[src/rtl/operand2_shift_pipe_pkg.sv]
// Shared encodings and field widths for the operand-2 shifter pipeline.
package operand2_shift_pipe_pkg;

  localparam int SHIFT_OPERAND_LEN = 12;
  localparam int IMMEDIATE_LEN     = 8;
  localparam int ROTATE_IMM_LEN    = 4;
  localparam int SHIFT_IMM_LEN     = 5;

  typedef enum logic [1:0] {
    SH_LSL = 2'b00,
    SH_LSR = 2'b01,
    SH_ASR = 2'b10,
    SH_ROR = 2'b11
  } shift_code_e;

  typedef enum logic [1:0] {
    MODE_MEM       = 2'b00,
    MODE_IMM       = 2'b01,
    MODE_SHIFT_IMM = 2'b10,
    MODE_SHIFT_REG = 2'b11
  } op2_mode_e;

  // Memory offset beats immediate, which beats the register-shift bit.
  function automatic op2_mode_e decode_mode(input logic is_mem, input logic is_imm,
                                            input logic reg_shift);
    if (is_mem)         return MODE_MEM;
    else if (is_imm)    return MODE_IMM;
    else if (reg_shift) return MODE_SHIFT_REG;
    else                return MODE_SHIFT_IMM;
  endfunction

endpackage

[src/rtl/operand2_shift_pipe_core.sv]
// Combinational barrel shifter: all shift kinds are mapped onto one log2-stage
// right funnel shift of {hi, lo, guard}; LSL runs on the bit-reversed operand.
module barrel_shift_core
  import operand2_shift_pipe_pkg::*;
#(
  parameter int DATA_W = 32
) (
  input  op2_mode_e          mode_i,
  input  shift_code_e        code_i,
  input  logic [7:0]         amount_i,
  input  logic [DATA_W-1:0]  value_i,
  input  logic               carry_i,
  output logic [DATA_W-1:0]  result_o,
  output logic               carry_o
);

  localparam int LW = $clog2(DATA_W);
  localparam int SW = LW + 1;
  localparam int WW = 2 * DATA_W + 1;
  localparam int SHIFT32 = 32;
  localparam logic [7:0] W8 = 8'(DATA_W);

  logic [DATA_W-1:0] value_rev, src, hi, res_raw, res_rev;
  logic [SW-1:0]     sh;
  logic [4:0]        n;
  logic              rev, kill, cin_pass, ror0;
  logic [WW-1:0]     stg [SW+1];

  always_comb begin
    value_rev = '0;
    for (int i = 0; i < DATA_W; i++) value_rev[i] = value_i[DATA_W-1-i];
  end

  always_comb begin
    rev      = 1'b0;
    kill     = 1'b0;
    cin_pass = 1'b0;
    ror0     = 1'b0;
    hi       = '0;
    sh       = '0;
    n        = amount_i[4:0];
    case (mode_i)
      MODE_MEM: cin_pass = 1'b1;
      MODE_IMM: begin
        hi       = value_i;
        sh       = SW'(amount_i);
        cin_pass = (amount_i == 8'd0);
      end
      MODE_SHIFT_IMM: begin
        case (code_i)
          SH_LSL: begin
            rev      = 1'b1;
            sh       = SW'(n);
            cin_pass = (n == 5'd0);
          end
          SH_LSR: sh = (n == 5'd0) ? SW'(SHIFT32) : SW'(n);
          SH_ASR: begin
            hi = {DATA_W{value_i[DATA_W-1]}};
            sh = (n == 5'd0) ? SW'(SHIFT32) : SW'(n);
          end
          SH_ROR: begin
            // ROR #0 is RRX: a rotate by one whose incoming bit is carry_in.
            if (n == 5'd0) begin
              hi = {value_i[DATA_W-1:1], carry_i};
              sh = SW'(1);
            end else begin
              hi = value_i;
              sh = SW'(n);
            end
          end
        endcase
      end
      MODE_SHIFT_REG: begin
        if (amount_i == 8'd0) begin
          cin_pass = 1'b1;
        end else begin
          case (code_i)
            SH_LSL: begin
              rev = 1'b1;
              if (amount_i > W8) kill = 1'b1;
              else               sh = SW'(amount_i);
            end
            SH_LSR: begin
              if (amount_i > W8) kill = 1'b1;
              else               sh = SW'(amount_i);
            end
            SH_ASR: begin
              hi = {DATA_W{value_i[DATA_W-1]}};
              sh = (amount_i >= W8) ? SW'(DATA_W) : SW'(amount_i);
            end
            SH_ROR: begin
              hi   = value_i;
              sh   = SW'(amount_i[LW-1:0]);
              ror0 = (amount_i[LW-1:0] == '0);
            end
          endcase
        end
      end
    endcase
  end

  assign src    = rev ? value_rev : value_i;
  assign stg[0] = {hi, src, 1'b0};

  for (genvar k = 0; k < SW; k++) begin : g_stage
    assign stg[k+1] = sh[k] ? (stg[k] >> (1 << k)) : stg[k];
  end

  // Guard bit at [0] collects the last bit shifted out.
  assign res_raw = stg[SW][DATA_W:1];

  always_comb begin
    res_rev = '0;
    for (int i = 0; i < DATA_W; i++) res_rev[i] = res_raw[DATA_W-1-i];
  end

  assign result_o = kill ? '0 : (rev ? res_rev : res_raw);
  assign carry_o  = kill     ? 1'b0 :
                    cin_pass ? carry_i :
                    ror0     ? value_i[DATA_W-1] : stg[SW][0];

endmodule

[src/rtl/operand2_shift_pipe.sv]
// Two-stage operand-2 pipeline: stage A latches decoded operands, stage B
// latches the shifter result. Valid/ready on both sides, sync flush.
module operand2_shift_pipe
  import operand2_shift_pipe_pkg::*;
#(
  parameter int DATA_W = 32
) (
  input  logic                          clk,
  input  logic                          rst,
  input  logic                          flush,
  input  logic                          in_valid,
  output logic                          in_ready,
  input  logic [DATA_W-1:0]             val_r_m,
  input  logic [DATA_W-1:0]             val_r_s,
  input  logic [SHIFT_OPERAND_LEN-1:0]  shift_operand,
  input  logic                          imm,
  input  logic                          is_mem_related,
  input  logic                          carry_in,
  output logic                          out_valid,
  input  logic                          out_ready,
  output logic [DATA_W-1:0]             val_2,
  output logic                          shifter_carry_out
);

  op2_mode_e         a_mode_d, a_mode_q;
  shift_code_e       a_code_d, a_code_q;
  logic [7:0]        a_amt_d, a_amt_q;
  logic [DATA_W-1:0] a_val_d, a_val_q;
  logic              a_cin_q, a_valid_q;
  logic              b_valid_q, b_carry_q;
  logic [DATA_W-1:0] b_val_q;
  logic              a_adv;
  logic [DATA_W-1:0] core_res;
  logic              core_carry;
  logic              unused_rs;

  assign unused_rs = ^val_r_s[DATA_W-1:8];

  always_comb begin
    a_mode_d = decode_mode(is_mem_related, imm, shift_operand[4]);
    a_code_d = shift_code_e'(shift_operand[6:5]);
    a_val_d  = val_r_m;
    a_amt_d  = '0;
    case (a_mode_d)
      MODE_MEM:       a_val_d = DATA_W'(shift_operand);
      MODE_IMM: begin
        a_val_d = DATA_W'(shift_operand[IMMEDIATE_LEN-1:0]);
        a_amt_d = {3'b000, shift_operand[11:8], 1'b0};
      end
      MODE_SHIFT_IMM: a_amt_d = {3'b000, shift_operand[11:7]};
      MODE_SHIFT_REG: a_amt_d = val_r_s[7:0];
    endcase
  end

  assign a_adv    = !b_valid_q || out_ready;
  assign in_ready = !a_valid_q || a_adv;

  barrel_shift_core #(.DATA_W(DATA_W)) u_core (
    .mode_i   (a_mode_q),
    .code_i   (a_code_q),
    .amount_i (a_amt_q),
    .value_i  (a_val_q),
    .carry_i  (a_cin_q),
    .result_o (core_res),
    .carry_o  (core_carry)
  );

  always_ff @(posedge clk) begin
    if (rst) begin
      a_valid_q <= 1'b0;
      a_mode_q  <= MODE_MEM;
      a_code_q  <= SH_LSL;
      a_amt_q   <= '0;
      a_val_q   <= '0;
      a_cin_q   <= 1'b0;
      b_valid_q <= 1'b0;
      b_val_q   <= '0;
      b_carry_q <= 1'b0;
    end else if (flush) begin
      // Drop everything in flight, including a request handshaking this cycle.
      a_valid_q <= 1'b0;
      b_valid_q <= 1'b0;
      b_val_q   <= '0;
      b_carry_q <= 1'b0;
    end else begin
      if (in_ready) begin
        a_valid_q <= in_valid;
        if (in_valid) begin
          a_mode_q <= a_mode_d;
          a_code_q <= a_code_d;
          a_amt_q  <= a_amt_d;
          a_val_q  <= a_val_d;
          a_cin_q  <= carry_in;
        end
      end
      if (a_adv) begin
        b_valid_q <= a_valid_q;
        if (a_valid_q) begin
          b_val_q   <= core_res;
          b_carry_q <= core_carry;
        end
      end
    end
  end

  assign out_valid         = b_valid_q;
  assign val_2             = b_val_q;
  assign shifter_carry_out = b_carry_q;

endmodule

[config.mk]
export PLATFORM = sky130hd
export DESIGN_NAME = operand2_shift_pipe
export DESIGN_NICKNAME = d
export VERILOG_FILES = /design/src/rtl/operand2_shift_pipe_pkg.sv /design/src/rtl/operand2_shift_pipe_core.sv /design/src/rtl/operand2_shift_pipe.sv
export SDC_FILE = /design/constraint.sdc
export NUM_CORES = 1
export LEC_CHECK = 0
export CAP_MARGIN = 25
export CELL_PAD_IN_SITES_DETAIL_PLACEMENT = 1
export CELL_PAD_IN_SITES_GLOBAL_PLACEMENT = 1
export CORE_MARGIN = 2
export CORE_UTILIZATION = 43
export CTS_BUF_LIST = sky130_fd_sc_hd__clkbuf_2
export CTS_CLUSTER_SIZE = 30
export DETAILED_ROUTE_END_ITERATION = 6
export PLACE_DENSITY_LB_ADDON = 0.1
export SYNTH_ARGS = -nofsm -noshare
export SYNTH_HDL_FRONTEND = slang
export SYNTH_HIERARCHICAL = 1
export SYNTH_SLANG_ARGS = --single-unit
[constraint.sdc]
create_clock -name clk -period 4.16 [get_ports clk]
set_input_delay 0.832 -clock clk [delete_from_list [all_inputs] [get_ports clk]]
set_output_delay 0.832 -clock clk [all_outputs]
set_load 0.02 [all_outputs]
=== After elaboration in Yosys (flattened, before gate mapping) ===
Index checks and enable logic that the tools add are counted.

* Register bits: 80
* Input bits: 84
* Output and inout bits: 35
* Logic and storage cells: 78

* $lt $le $gt $ge: 2
* Equal/unequal tests: 9
* Multiplexer cells: 43
* Bitwise logic cells: 1
* Reduce and logical (&&, ||, !) cells: 14

{| class="wikitable"
|+ Operators with widths
! operator !! count
|-
| 2-to-1 mux 65 bit || 5
|-
| one-hot mux 32 bit (2 select lines) || 3
|-
| 2-to-1 mux 32 bit || 4
|-
| one-hot mux 32 bit (3 select lines) || 1
|-
| one-hot mux 6 bit (3 select lines) || 3
|-
| 2-to-1 mux 33 bit || 1
|-
| 2-to-1 mux 6 bit || 4
|-
| one-hot mux 8 bit (3 select lines) || 1
|-
| 2-to-1 mux 1 bit || 16
|-
| == test 2 bit (second input constant) || 6
|-
| greater-or-equal comparator 8 x 6 -> 1 bit (second input constant) || 1
|-
| > comparator 8 x 6 -> 1 bit (second input constant) || 1
|-
| zero test 8 bit || 1
|-
| == test 2 x 1 -> 1 bit (second input constant) || 3
|-
| zero test 2 bit || 3
|-
| OR reduction 2 bit || 3
|-
| zero test 5 bit || 1
|-
| 2-to-1 mux 5 bit || 1
|-
| 2-to-1 mux 2 bit || 2
|-
| one-hot mux 1 bit (4 select lines) || 1
|-
| AND reduction 3 bit || 1
|-
| zero test 1 bit || 2
|-
| logical OR 1 bit || 2
|-
| one-hot mux 1 bit (2 select lines) || 1
|-
| other kinds (2) || 2
|}

=== Depth between registers and ports, before layout ===
Gate-level depths: netlist of run 1.

* Depth after elaboration: 14
* Mapped depth: 18
* Mapped depth without buffers: 14

=== By module ===
The synthesis of run 1 kept the hierarchy.

{| class="wikitable"
|+ By module, submodules not included
! module !! instances !! cells an instance !! area each (um^2) !! sequential area each (um^2)
|-
| barrel_shift_core || 1 || 1252 || 7694.9 || 0.0
|-
| operand2_shift_pipe || 1 || 385 || 3189.3 || 1601.5
|}

=== Least setup slack after synthesis of run 1 ===
OpenSTA, ideal clock, no wires.

* Path type: register to register
* Start: reg a_amt_q[1]
* End: reg b_val_q[27] (netlist: val_2[27])
* Library setup time: 132 ps
* Arrival time: 3387 ps
* Required time: 4028 ps
* Slack: 640 ps
* Stages on the path, launching flop included: 14
* Path buffers: 2
* Clock period less this slack: 3520 ps
* Cells stage by stage: dfxtp_1 > buf_2 > or4_1 > buf_2 > o31ai_4 > mux2i_1 > nor2_1 > or4_1 > or3_1 > nor3_1 > a311oi_1 > a221o_1 > nand3_1 > a21oi_1

* Longest elaborated chain between the ends: 13
* Elaborated cells on any way between the ends: 31
* Those cells by class: order compare: 2; mux: 27; reduce/logical: 2

{| class="wikitable"
|+ Ends and longest elaborated chain
! what !! RTL line !! source
|-
| from (decl) || operand2_shift_pipe.sv:27 || <nowiki>logic [7:0] a_amt_d, a_amt_q;</nowiki>
|-
| from (signal assigned) || operand2_shift_pipe.sv:91 || <nowiki>a_amt_q <= a_amt_d;</nowiki>
|-
| greater-or-equal comparator 8 x 6 -> 1 bit / > comparator 8 x 6 -> 1 bit (equally long branches) || operand2_shift_pipe_core.sv:89, operand2_shift_pipe_core.sv:80, operand2_shift_pipe_core.sv:84 ||
|-
| 2-to-1 mux 6 bit, on equally long branches || operand2_shift_pipe_core.sv:89, operand2_shift_pipe_core.sv:80, operand2_shift_pipe_core.sv:84 ||
|-
| one-hot mux 6 bit (3 select lines) || operand2_shift_pipe_core.sv:77 || <nowiki>case (code_i)</nowiki>
|-
| 2-to-1 mux 6 bit || operand2_shift_pipe_core.sv:74 || <nowiki>if (amount_i == 8'd0) begin</nowiki>
|-
| one-hot mux 6 bit (3 select lines) || operand2_shift_pipe_core.sv:42 || <nowiki>case (mode_i)</nowiki>
|-
| 2-to-1 mux 65 bit (5 in a row) || operand2_shift_pipe_core.sv:106 || <nowiki>assign stg[k+1] = sh[k] ? (stg[k] >> (1 << k)) : stg[k];</nowiki>
|-
| 2-to-1 mux 33 bit || operand2_shift_pipe_core.sv:106 ||
|-
| 2-to-1 mux 32 bit || operand2_shift_pipe_core.sv:117 || <nowiki>assign result_o = kill ? '0 : (rev ? res_rev : res_raw);</nowiki>
|-
| 2-to-1 mux 32 bit * || operand2_shift_pipe_core.sv:117 ||
|-
| net core_res[27] || operand2_shift_pipe.sv:33 || <nowiki>logic [DATA_W-1:0] core_res;</nowiki>
|-
| to (signal assigned) || operand2_shift_pipe.sv:99 || <nowiki>b_val_q <= core_res;</nowiki>
|-
| to (decl) || operand2_shift_pipe.sv:31 || <nowiki>logic [DATA_W-1:0] b_val_q;</nowiki>
|}

Mark *: on every way through the listed nets, which the timed path passes. The rest lies on a longest branch.
A chain may end at the register's enable or synchronous reset.

=== Worst setup path after layout of run 1 ===
* Start: reg a_code_q[0]
* End: reg b_val_q[27] (netlist: val_2[27])

* Longest elaborated chain between the ends: 13
* Elaborated cells on any way between the ends: 29
* Those cells by class: eq/ne: 3; mux: 23; reduce/logical: 3

{| class="wikitable"
|+ Ends and longest elaborated chain
! what !! RTL line !! source
|-
| from (decl) || operand2_shift_pipe.sv:26 || <nowiki>shift_code_e a_code_d, a_code_q;</nowiki>
|-
| from (signal assigned) || operand2_shift_pipe.sv:90 || <nowiki>a_code_q <= a_code_d;</nowiki>
|-
| == test 2 x 1 -> 1 bit / zero test 2 bit (equally long branches) || operand2_shift_pipe_core.sv:50, operand2_shift_pipe_core.sv:77 ||
|-
| OR reduction 2 bit (no line) / 2-to-1 mux 1 bit (equally long branches) || - ||
|-
| one-hot mux 6 bit (3 select lines) / 2-to-1 mux 1 bit (equally long branches) || operand2_shift_pipe_core.sv:77, operand2_shift_pipe_core.sv:74 ||
|-
| 2-to-1 mux 6 bit / one-hot mux 1 bit (2 select lines) (equally long branches) || operand2_shift_pipe_core.sv:74, operand2_shift_pipe_core.sv:42 ||
|-
| one-hot mux 6 bit (3 select lines) / 2-to-1 mux 32 bit (equally long branches) || operand2_shift_pipe_core.sv:42, operand2_shift_pipe_core.sv:102 ||
|-
| 2-to-1 mux 65 bit (5 in a row) || operand2_shift_pipe_core.sv:106 ||
|-
| 2-to-1 mux 33 bit || operand2_shift_pipe_core.sv:106 ||
|-
| 2-to-1 mux 32 bit || operand2_shift_pipe_core.sv:117 ||
|-
| 2-to-1 mux 32 bit * || operand2_shift_pipe_core.sv:117 ||
|-
| net core_res[27] || operand2_shift_pipe.sv:33 ||
|}

Marks and branches as above.

==> flow_metrics.tcl, run 1 <==
set metrics [dict create \
    synth_commonest_cells "152 x nor2_1, 151 x o21ai_0, 148 x a21oi_1, 144 x nand2_1, 106 x clkbuf_1" \
    ys_seq_elements 80 \
    max_slew_margin_pct 38.7 \
    die_h_um 163 \
    drive_gt1_share_pct 23.0 \
    crit_path_cell_trace "inv_1, ha_2, buf_4, nor3_1, o21ai_1, buf_4, a211oi_4, buf_6, buf_4, nor4_2, a2111oi_0, a31oi_1, buf_4, a21oi_1, a221oi_1, a221o_1, nand3_1, a21oi_1" \
    synth_edf_count 0 \
    synth_fp_nets 1725 \
    core_um2 25000 \
    synthFlopType "dfxtp_1" \
    path_common_cell "buf_4" \
    slew_violations 0 \
    path_class "register to register" \
    swShare_pct 43.3 \
    multi_input_area_um2 8800 \
    required_ns 4.65 \
    syn_area_per_cell_um2 6.65 \
    fin_area_um2 14100 \
    synth-compound-area-share_pct 40.9 \
    wire_per_inst_um 30.6 \
    cap_violations 0 \
    synth_area_um2 10900 \
    clock_sinks 80 \
    period_needed_ns 4.21 \
    finClkSkew_ns 0.0817 \
    dieArea_um2 26600 \
    cp-start-kind "register" \
    first_pass_iters 5 \
    port_buffers 94 \
    synth_simple_gate_area_share_pct 27.4 \
    drc 0 \
    setup_ws_ns -0.0499 \
    row_count 58 \
    grt_max_degree 41 \
    start_util_pct 43.5 \
    cp_slowest_stage_delay_ns 0.52 \
    grt_usage_pct 47.7 \
    grt_pass1_wl_um 96200 \
    cts.clk_slew.worst_paths_ns 0.31 \
    synth_warnings 6 \
    final_cells 2166 \
    numCtsBuffers 9 \
    grt_pass1_vias 15400 \
    cp_slowest_cell "a2111oi_0" \
    vdd_drop_max_uv 140 \
    viasPerCell 7.44 \
    clk_latency_ns 0.65 \
    ant_nets 0 \
    clk_path_buf_depth 2 \
    run_status "finished, violations left" \
    setup_viol 2 \
    hold_viol 0 \
    holdBufCountCts 0 \
    place_inst 2137 \
    pin_count 119 \
    p_leak_uw 0.00508 \
    violations "negative setup slack" \
    die_width_um 163 \
    cp_max_fo 10 \
    whs_ns 0.499 \
    synth_xor_area_share_pct 0 \
    synthCells 1637 \
    p_comb_share_pct 39.9 \
    crit_path_end_kind "register" \
    hold_path_class "register to register" \
    seqCellArea_um2 1610 \
    routed_wl_um 66300 \
    yosysMostFrequentCell "nor2_1" \
    dp_hpwl_um 50200 \
    final.fill_count 3259 \
    worstMarginPinSlew_ns 0.917 \
    seqPwrFrac_pct 39.2 \
    cts_tree "built" \
    grt-ovfl-total 0 \
    syn_to_final_growth_pct 29.9 \
    p_int_uw 1200 \
    yosys.area.top_type "dfxtp_1" \
    cts-root-buf "clkbuf_2" \
    yosys.area.top_type_share_pct 14.7 \
    synth.distinct_cells 88 \
    pwr-share-clk_pct 20.9 \
    synth_top_family_by_area "compound AO/OA/AOI/OAI gates" \
    fin_crit_sh_pct 101 \
    synth_area_leaders "dfxtp_1 15%, o21ai_0 6.9%, a21oi_1 6.8%" \
    final_nets 1917 \
    gp_congestion 1.11 \
    clock.fmax_mhz 238 \
    critPathArrivalTime_ns 4.70 \
    dpl_cell_area_um2 13600 \
    synthMuxAreaShare_pct 8.56 \
    drt_iter0_markers 2572 \
    antenna_found_initial 2 \
    p_per_area_nw_per_um2 150 \
    netSwitchingPower_uw 916 \
    yosysSeqAreaShare_pct 14.7 \
    async_flop_share_pct 0 \
    vias 16100 \
    cts-htree-levels 3 \
    synth_fa_ha_area_share_pct 0.460 \
]
[through the flow]
step | TNS [ns] | setup slack (ns) | util (%) | power [uW]
after global placement | -0.0925 | -0.0519 | 54.1 | 1580
final | -0.0622 | -0.0499 | 56.5 | 2120
after floorplan | 0 | 0.640 | - | 1230
after global routing | -0.762 | -0.0955 | 56.5 | 2170
after CTS | 0 | 0.00321 | 54.9 | 2040
after detailed placement | -2.48 | -0.165 | 54.2 | 1600
[metal layers]
layer  part of all wire, %  global-route usage (%)  wire length [um]  up-vias
met1                    37                    60.4             24400     7698
met4                   7.8                    28.4              5190        0
li1                      -                       -                 -     6742
met3                    13                    12.6              8710      380
met2                    42                    72.5             27900     1295
met5                     0                       0                 0        -
[worst max-delay path: cells and delay by family (launching register included)]
kind            cells  cell delay, ns
flops               1            0.43
fa+ha+maj           1            0.19
buf+inv             6            0.96
simple gates        3            0.52
compound gates      8            1.95
[placed cells by master, fill, tap and decap left out, drive strengths merged, types with 26 or more instances in the layout]
cell type	synthesis	routed
a211oi	38	38
a21oi	148	148
a22oi	26	26
buf	68	261
clkdlybuf4s50	0	94
dfxtp	80	80
mux2i	56	56
nand2	144	144
nand3	86	86
nand4	31	31
nor2	154	154
nor3	58	58
nor4	31	31
o211ai	33	33
o21ai	162	162
o22ai	41	41
[kinds of logic after synthesis]
kind of cell	count (synthesis)
compound gates	667
mux	82
flops	80
buf+inv	194
fa+ha+maj	4
simple gates	610
[flip-flops by register name, summed over array words and instances (netlist names)]
register and cells:
val_2 32, a_mode_q 2, a_code_q 2, a_valid_q 1, shifter_carry_out 1, a_val_q 32
out_valid 1, a_cin_q 1, a_amt_q 8
[worst paths after layout]
kind	cells after the start	end	start	slack (ns)
worst min register to register	2	val_2[12]$_SDFFE_PP0P_	val_2[12]$_SDFFE_PP0P_	0.50
worst min-delay path	2	val_2[12]$_SDFFE_PP0P_	val_2[12]$_SDFFE_PP0P_	0.50
worst max-delay path	18	val_2[27]$_SDFFE_PP0P_	a_code_q[0]$_SDFFE_PP0P_	-0.05
worst max register to register	18	val_2[27]$_SDFFE_PP0P_	a_code_q[0]$_SDFFE_PP0P_	-0.05
[repair_timing]
item | 4_1_cts | 5_1_grt
buffers inserted | 3 | 5
gates cloned | 0 | 3
pin swaps | 0 | 18
gates resized for setup | 17 | 65
setup endpoints to repair | 31 | 33
[power groups by stage]
stage | combinational (uW) | clock [uW] | sequential [uW]
CTS | 772 | 441 | 825
floorplan | 415 | 0 | 819
finish | 844 | 443 | 829
global placement | 746 | 0 | 837
detailed placement | 765 | 0 | 838
global route | 873 | 472 | 829
[area by class of cell]
type                       count  area share, %
multi-input combinational   1363           62.2
timing repair buffer         358           22.3
sequential                    80           11.4
tap                          330           2.92
inverter                      17          0.451
clock inverter                 7          0.372
clock buffer                   9          0.319
antenna                        2         0.0354
No activity file was read; power rests on OpenSTA's default activity.
==> inputs of run 2 (changes only) <==
- CAP_MARGIN: 25 -> not set
==> run 2 against run 1 <==
Compared with the run above:
- power is 3.1% higher
- critical path type unchanged
- sequential share of layout area is 0.059 points lower
- setup slack worse by 0.079 ns
- non-clock buffer count stayed put
- die area stayed put
- critical path depth stayed put
- final cell count hardly changed
- the flow still finishes with violations (negative setup slack)
- largest cell class unchanged
- highest routed layer unchanged
- sequential power hardly changed
- clock skew is 0.013 ns lower
- combinational power is 0.8% higher
- clock power is 13% higher
==> flow_metrics.tcl, run 2 (synthesis results as in run 1) <==
set metrics [dict create \
    run_status "finished, violations left" \
    violations "negative setup slack" \
    antenna_found_initial 2 \
    grt_usage_pct 48.4 \
    slew_violations 0 \
    port_buffers 94 \
    wire_per_inst_um 30.9 \
    drive_gt1_share_pct 23.6 \
    drt_iter0_markers 2490 \
    cp_max_fo 13 \
    routed_wl_um 66800 \
    crit_path_end_kind "register" \
    first_pass_iters 7 \
    p_int_uw 1260 \
    numCtsBuffers 9 \
    hold_path_end "val_2[24]$_SDFFE_PP0P_" \
    required_ns 4.64 \
    r2r_cells 18 \
    p_per_area_nw_per_um2 154 \
    seqPwrFrac_pct 38.0 \
    cts-htree-levels 3 \
    viasPerCell 7.53 \
    start_util_pct 43.5 \
    final_cells 2165 \
    clk_latency_ns 0.63 \
    setup_ws_ns -0.128 \
    core_um2 25000 \
    syn_to_final_growth_pct 30.6 \
    p_leak_uw 0.00510 \
    rrSetupSlack_ns -0.13 \
    hold_start "val_2[24]$_SDFFE_PP0P_" \
    cts-root-buf "clkbuf_2" \
    finClkSkew_ns 0.0690 \
    path_class "register to register" \
    pwr-share-clk_pct 23.0 \
    tns_ns -0.235 \
    grt-ovfl-total 0 \
    whs_ns 0.500 \
    r2r_end "val_2[25]$_SDFFE_PP0P_" \
    die_width_um 163 \
    cp-start-kind "register" \
    whs_path_depth 2 \
    vdd_drop_max_uv 129 \
    netSwitchingPower_uw 921 \
    clk_path_buf_depth 2 \
    ant_nets 0 \
    vias 16300 \
    final_nets 1917 \
    worstMarginPinSlew_ns 1.27 \
    hold_viol 0 \
    layout_commonest_cell "buf_4" \
    clock.fmax_mhz 233 \
    grt_pass1_vias 15600 \
    clock_sinks 80 \
    hold_path_class "register to register" \
    path_common_cell "buf_4" \
    dp_hpwl_um 50200 \
    max_slew_margin_pct 15.1 \
    drc 0 \
    p_comb_share_pct 39.0 \
    period_needed_ns 4.29 \
    final_cell_mix "245 x buf_4, 149 x nor2_1, 144 x o21ai_0, 140 x nand2_1, 140 x a21oi_1" \
    pin_count 119 \
    fin_crit_sh_pct 103 \
    cp_slowest_cell "a221oi_1" \
    setup_viol 3 \
    row_count 58 \
    die_h_um 163 \
    cts_tree "built" \
    dieArea_um2 26600 \
    gp_congestion 1.11 \
    rr_startpoint "a_code_q[0]$_SDFFE_PP0P_" \
    cp_slowest_stage_delay_ns 0.57 \
    cts.clk_slew.worst_paths_ns 0.30 \
    final.fill_count 3269 \
    critPathArrivalTime_ns 4.77 \
    cap_violations 0 \
    swShare_pct 42.2 \
    grt_pass1_wl_um 97500 \
    crit_path_cell_trace "inv_1, ha_2, buf_6, or4bb_4, o21ai_4, buf_4, clkbuf_16, buf_4, a211oi_1, o41ai_1, nor3_2, nor2_1, a21oi_1, buf_4, a221oi_1, o32ai_2, nand3_1, a21oi_1" \
    grt_max_degree 41 \
    place_inst 2136 \
]
-- run 2: changes by cell type in the layout (fill, tap and decap cells not counted), sizes merged --
cell	delta
bufinv	+1
buf	+1
clkbuf	-1
clkinvlp	-1
diode	-1
-- run 2: layout make-up --
cell class | instances | area [um2] | share of cell area [%]
Inverter | 17 | 63.8 | 0.449
Sequential cell | 80 | 1610 | 11.3
Multi-Input combinational cell | 1363 | 8860 | 62.3
Clock inverter | 7 | 76.3 | 0.537
Antenna cell | 1 | 2.50 | 0.0176
Timing Repair Buffer | 358 | 3140 | 22.1
Clock buffer | 9 | 45.0 | 0.317
Tap cell | 330 | 413 | 2.91
-- run 2: routing by layer --
layer / vias up / part of all wire (%) / track usage [%]
li1: 6741 / - / -
met1: 7834 / 37 / 62.0
met2: 1335 / 42 / 73.0
met3: 390 / 13 / 12.1
met5: - / 0 / 0
met4: 0 / 8.0 / 29.3
-- run 2: worst max-delay path by stage --
stage,startpoint,endpoint,slack (ns),cells past startpoint
6_report,a_code_q[0]$_SDFFE_PP0P_,val_2[25]$_SDFFE_PP0P_,-0.13,18
5_1_grt,a_code_q[0]$_SDFFE_PP0P_,val_2[25]$_SDFFE_PP0P_,-0.24,18
4_1_cts,a_code_q[0]$_SDFFE_PP0P_,val_2[28]$_SDFFE_PP0P_,0.004,17
3_5_place_dp,a_code_q[0]$_SDFFE_PP0P_,val_2[18]$_SDFFE_PP0P_,-0.16,17
3_3_place_gp,a_code_q[0]$_SDFFE_PP0P_,val_2[23]$_SDFFE_PP0P_,-0.05,16
2_1_floorplan,a_amt_q[1]$_SDFFE_PP0P_,val_2[27]$_SDFFE_PP0P_,0.64,13
-- run 2: timing repair --
item	4_1_cts	5_1_grt
endpoints found under the setup margin	31	33
pin swaps	1	15
resized for setup	18	81
cloned	1	2
buffers inserted	3	6
hold buffers	0	0
-- run 2: stage by stage --
| stage | total power [uW] | setup WS [ns] | utilization, % | instance area [um2] |
|---|---|---|---|---|
| after floorplan | 1230 | 0.640 | - | 10900 |
| after global placement | 1580 | -0.0519 | 54.1 | 13500 |
| after detailed placement | 1600 | -0.159 | 54.1 | 13500 |
| after CTS | 2100 | 0.00425 | 55.1 | 13800 |
| after global routing | 2240 | -0.238 | 56.8 | 14200 |
| final | 2180 | -0.128 | 56.8 | 14200 |
-- run 2: power by group through the flow --
stage / Sequential (uW) / Combinational (uW) / Clock, uW
after CTS: 825 / 773 / 505
after global placement: 837 / 746 / 0
after global routing: 831 / 878 / 532
final: 830 / 851 / 502
after floorplan: 819 / 415 / 0
after detailed placement: 838 / 763 / 0
-- run 2: worst max-delay path, delay by kind of cell, from the launching register on --
| family | cells | cell delay (ns) |
|---|---|---|
| AO/OA/AOI/OAI | 7 | 1.60 |
| adder cells (fa/ha/maj) | 1 | 0.20 |
| buffers and inverters | 6 | 0.91 |
| flip-flops | 1 | 0.44 |
| AND/OR/NAND/NOR | 4 | 0.96 |
==> inputs of run 3 (changes only) <==
- ABC_AREA: not set -> 1
- CORE_UTILIZATION: 43 -> 39
==> run 3 against run 2 <==
Compared with the run above:
- clock skew fell by 0.023 ns
- register-to-register slack improved by 0.60 ns
- flip-flop and latch count did not move
- the flow now finishes without violations
==> flow_metrics.tcl, run 3 <==
set metrics [dict create \
    crit_path_end_kind "register" \
    hold_start "a_val_q[20]$_SDFFE_PP0P_" \
    grt_pass1_wl_um 63400 \
    rr_startpoint "a_code_q[0]$_SDFFE_PP0P_" \
    p_per_area_nw_per_um2 179 \
    syn_to_final_growth_pct 11.5 \
    synth.distinct_cells 47 \
    run_status "completed" \
    finClkSkew_ns 0.0462 \
    cts.clk_slew.worst_paths_ns 0.28 \
    port_buffers 94 \
    tns_ns 0 \
    drt_iter0_markers 1133 \
    finalCoreUtilization_pct 44.3 \
    grt_max_degree 66 \
    cp_max_fo 26 \
    cts-root-buf "clkbuf_2" \
    setup_viol 0 \
    synth_commonest_cells "533 x nand2_1, 451 x nand3_1, 135 x nor2_1, 88 x a21oi_1, 80 x dfxtp_1" \
    cap_violations 0 \
    path_class "register to register" \
    critPathTopFamily "simple AND/OR/NAND/NOR gates" \
    grt-ovfl-total 0 \
    p_total_uw 1870 \
    period_needed_ns 3.69 \
    ant_nets 0 \
    drc 0 \
    synth_area_um2 9350 \
    dpl_cell_area_um2 10300 \
    row_count 56 \
    synth_edf_count 0 \
    gp_congestion 0.930 \
    core_um2 23500 \
    viasPerCell 5.75 \
    layout_commonest_cell "nand2_1" \
    numCtsBuffers 9 \
    wire_per_inst_um 19.5 \
    clk_latency_ns 0.61 \
    yosysSeqAreaShare_pct 17.1 \
    die_h_um 159 \
    routed_wl_um 40300 \
    cts-htree-levels 3 \
    synth_area_leaders "nand3_1 24%, nand2_1 21%, dfxtp_1 17%" \
    fin_crit_sh_pct 88.6 \
    dieArea_um2 25200 \
    synth_fp_nets 1807 \
    synth_warnings 6 \
    ys_seq_elements 80 \
    final_nets 1826 \
    fin_area_um2 10400 \
    critical_path.startpoint "a_code_q[0]$_SDFFE_PP0P_" \
    cts_tree "built" \
    start_util_pct 39.7 \
    final_cell_mix "533 x nand2_1, 449 x nand3_1, 134 x nor2_1, 94 x clkdlybuf4s50_1, 88 x a21oi_1" \
    drive_gt1_share_pct 7.11 \
    max_slew_margin_pct 48.3 \
    yosysMostFrequentCell "nand2_1" \
    yosys.area.top_type "nand3_1" \
    cp_slowest_cell "dfxtp_1" \
    pin_count 119 \
    first_pass_iters 5 \
    die_width_um 159 \
    required_ns 4.75 \
    syn_area_per_cell_um2 5.44 \
    slew_violations 0 \
    synthFlopType "dfxtp_1" \
    clock.fmax_mhz 271 \
    grt_usage_pct 31.5 \
    clk_path_buf_depth 2 \
    crit_path_cell_trace "inv_1, ha_1, nand2_1, nand2_1, nand2_2, nand2_2, nand3_1, o211ai_1, nand3_1, nand3_1, nand2_1, nand2_1, nand3_1, nand3_1, nand2_1, nor2_1, o21ai_0, nor2_1" \
    p_leak_uw 0.00475 \
    async_flop_share_pct 0 \
    worstMarginPinSlew_ns 0.775 \
    grt_setup_unrepaired "no" \
    holdBufCountCts 0 \
    critPathArrivalTime_ns 4.27 \
    antenna_found_initial 2 \
    whs_ns 0.488 \
    yosys.area.top_type_share_pct 24.1 \
    cp-start-kind "register" \
    hold_path_class "register to register" \
    vias 11900 \
    seqCellArea_um2 1600 \
    grt_pass1_vias 11500 \
    dp_hpwl_um 31300 \
    clock_sinks 80 \
    crit_buf_inv 1 \
    hold_viol 0 \
    synthCells 1719 \
    cp_slowest_stage_delay_ns 0.40 \
    final.fill_count 3447 \
    vdd_drop_max_uv 137 \
    multi_input_area_um2 6660 \
]
run 3: tightest hold or removal path: cells and delay by family (launching register included):
family,cells,cell delay (ns)
DFF,1,0.37
AOI/OAI and AO/OA,1,0.05
and+or+nand+nor,1,0.06
run 3: metrics by stage:
stage	setup WS, ns	std cells
after floorplan	1.57	1719
after global placement	0.572	2046
after detailed placement	0.514	2046
after CTS	0.480	2062
after global routing	0.155	2064
final	0.474	2064
run 3: worst paths after layout:
kind,end,slack [ns],cells past startpoint
max reg2reg,val_2[30]$_SDFFE_PP0P_,0.47,18
max,val_2[30]$_SDFFE_PP0P_,0.47,18
min reg2reg,a_val_q[20]$_SDFFE_PP0P_,0.49,2
min,a_val_q[20]$_SDFFE_PP0P_,0.49,2
run 3: cell families after synthesis:
family,Yosys count,synth area share (%)
compound gates,232,13.8
fa+ha+maj,4,0.535
buf+inv,219,11.9
flops,80,17.1
simple gates,1184,56.7
run 3: timing repair:
action	CTS	global route
endpoints found under the setup margin	0	1
setup buffers	0	0
resized for setup	0	1
run 3: layout make-up:
type	count	area share [%]
clock inverter	7	0.899
timing repair buffer	130	12.1
antenna	2	0.0480
clock buffer	9	0.432
tap	319	3.83
inverter	97	3.51
sequential	80	15.4
multi-input combinational	1420	63.8
run 3: layer usage:
metal	wire, um	vias up	track usage [%]	share of wire, %
met5	10	-	0	0.025
met4	1300	2	10.6	3.2
met3	2070	69	3.61	5.1
met2	18200	385	51.2	45
met1	18700	5645	43.2	46
li1	-	5775	-	-
run 3: where the power goes:
group	leakage (uW)	internal (uW)	total, uW	switching (uW)
Sequential	0.000650	792	814	22.9
Combinational	0.00402	188	530	343
Clock	0.0000783	198	522	324
Total	0.00475	1180	1870	690
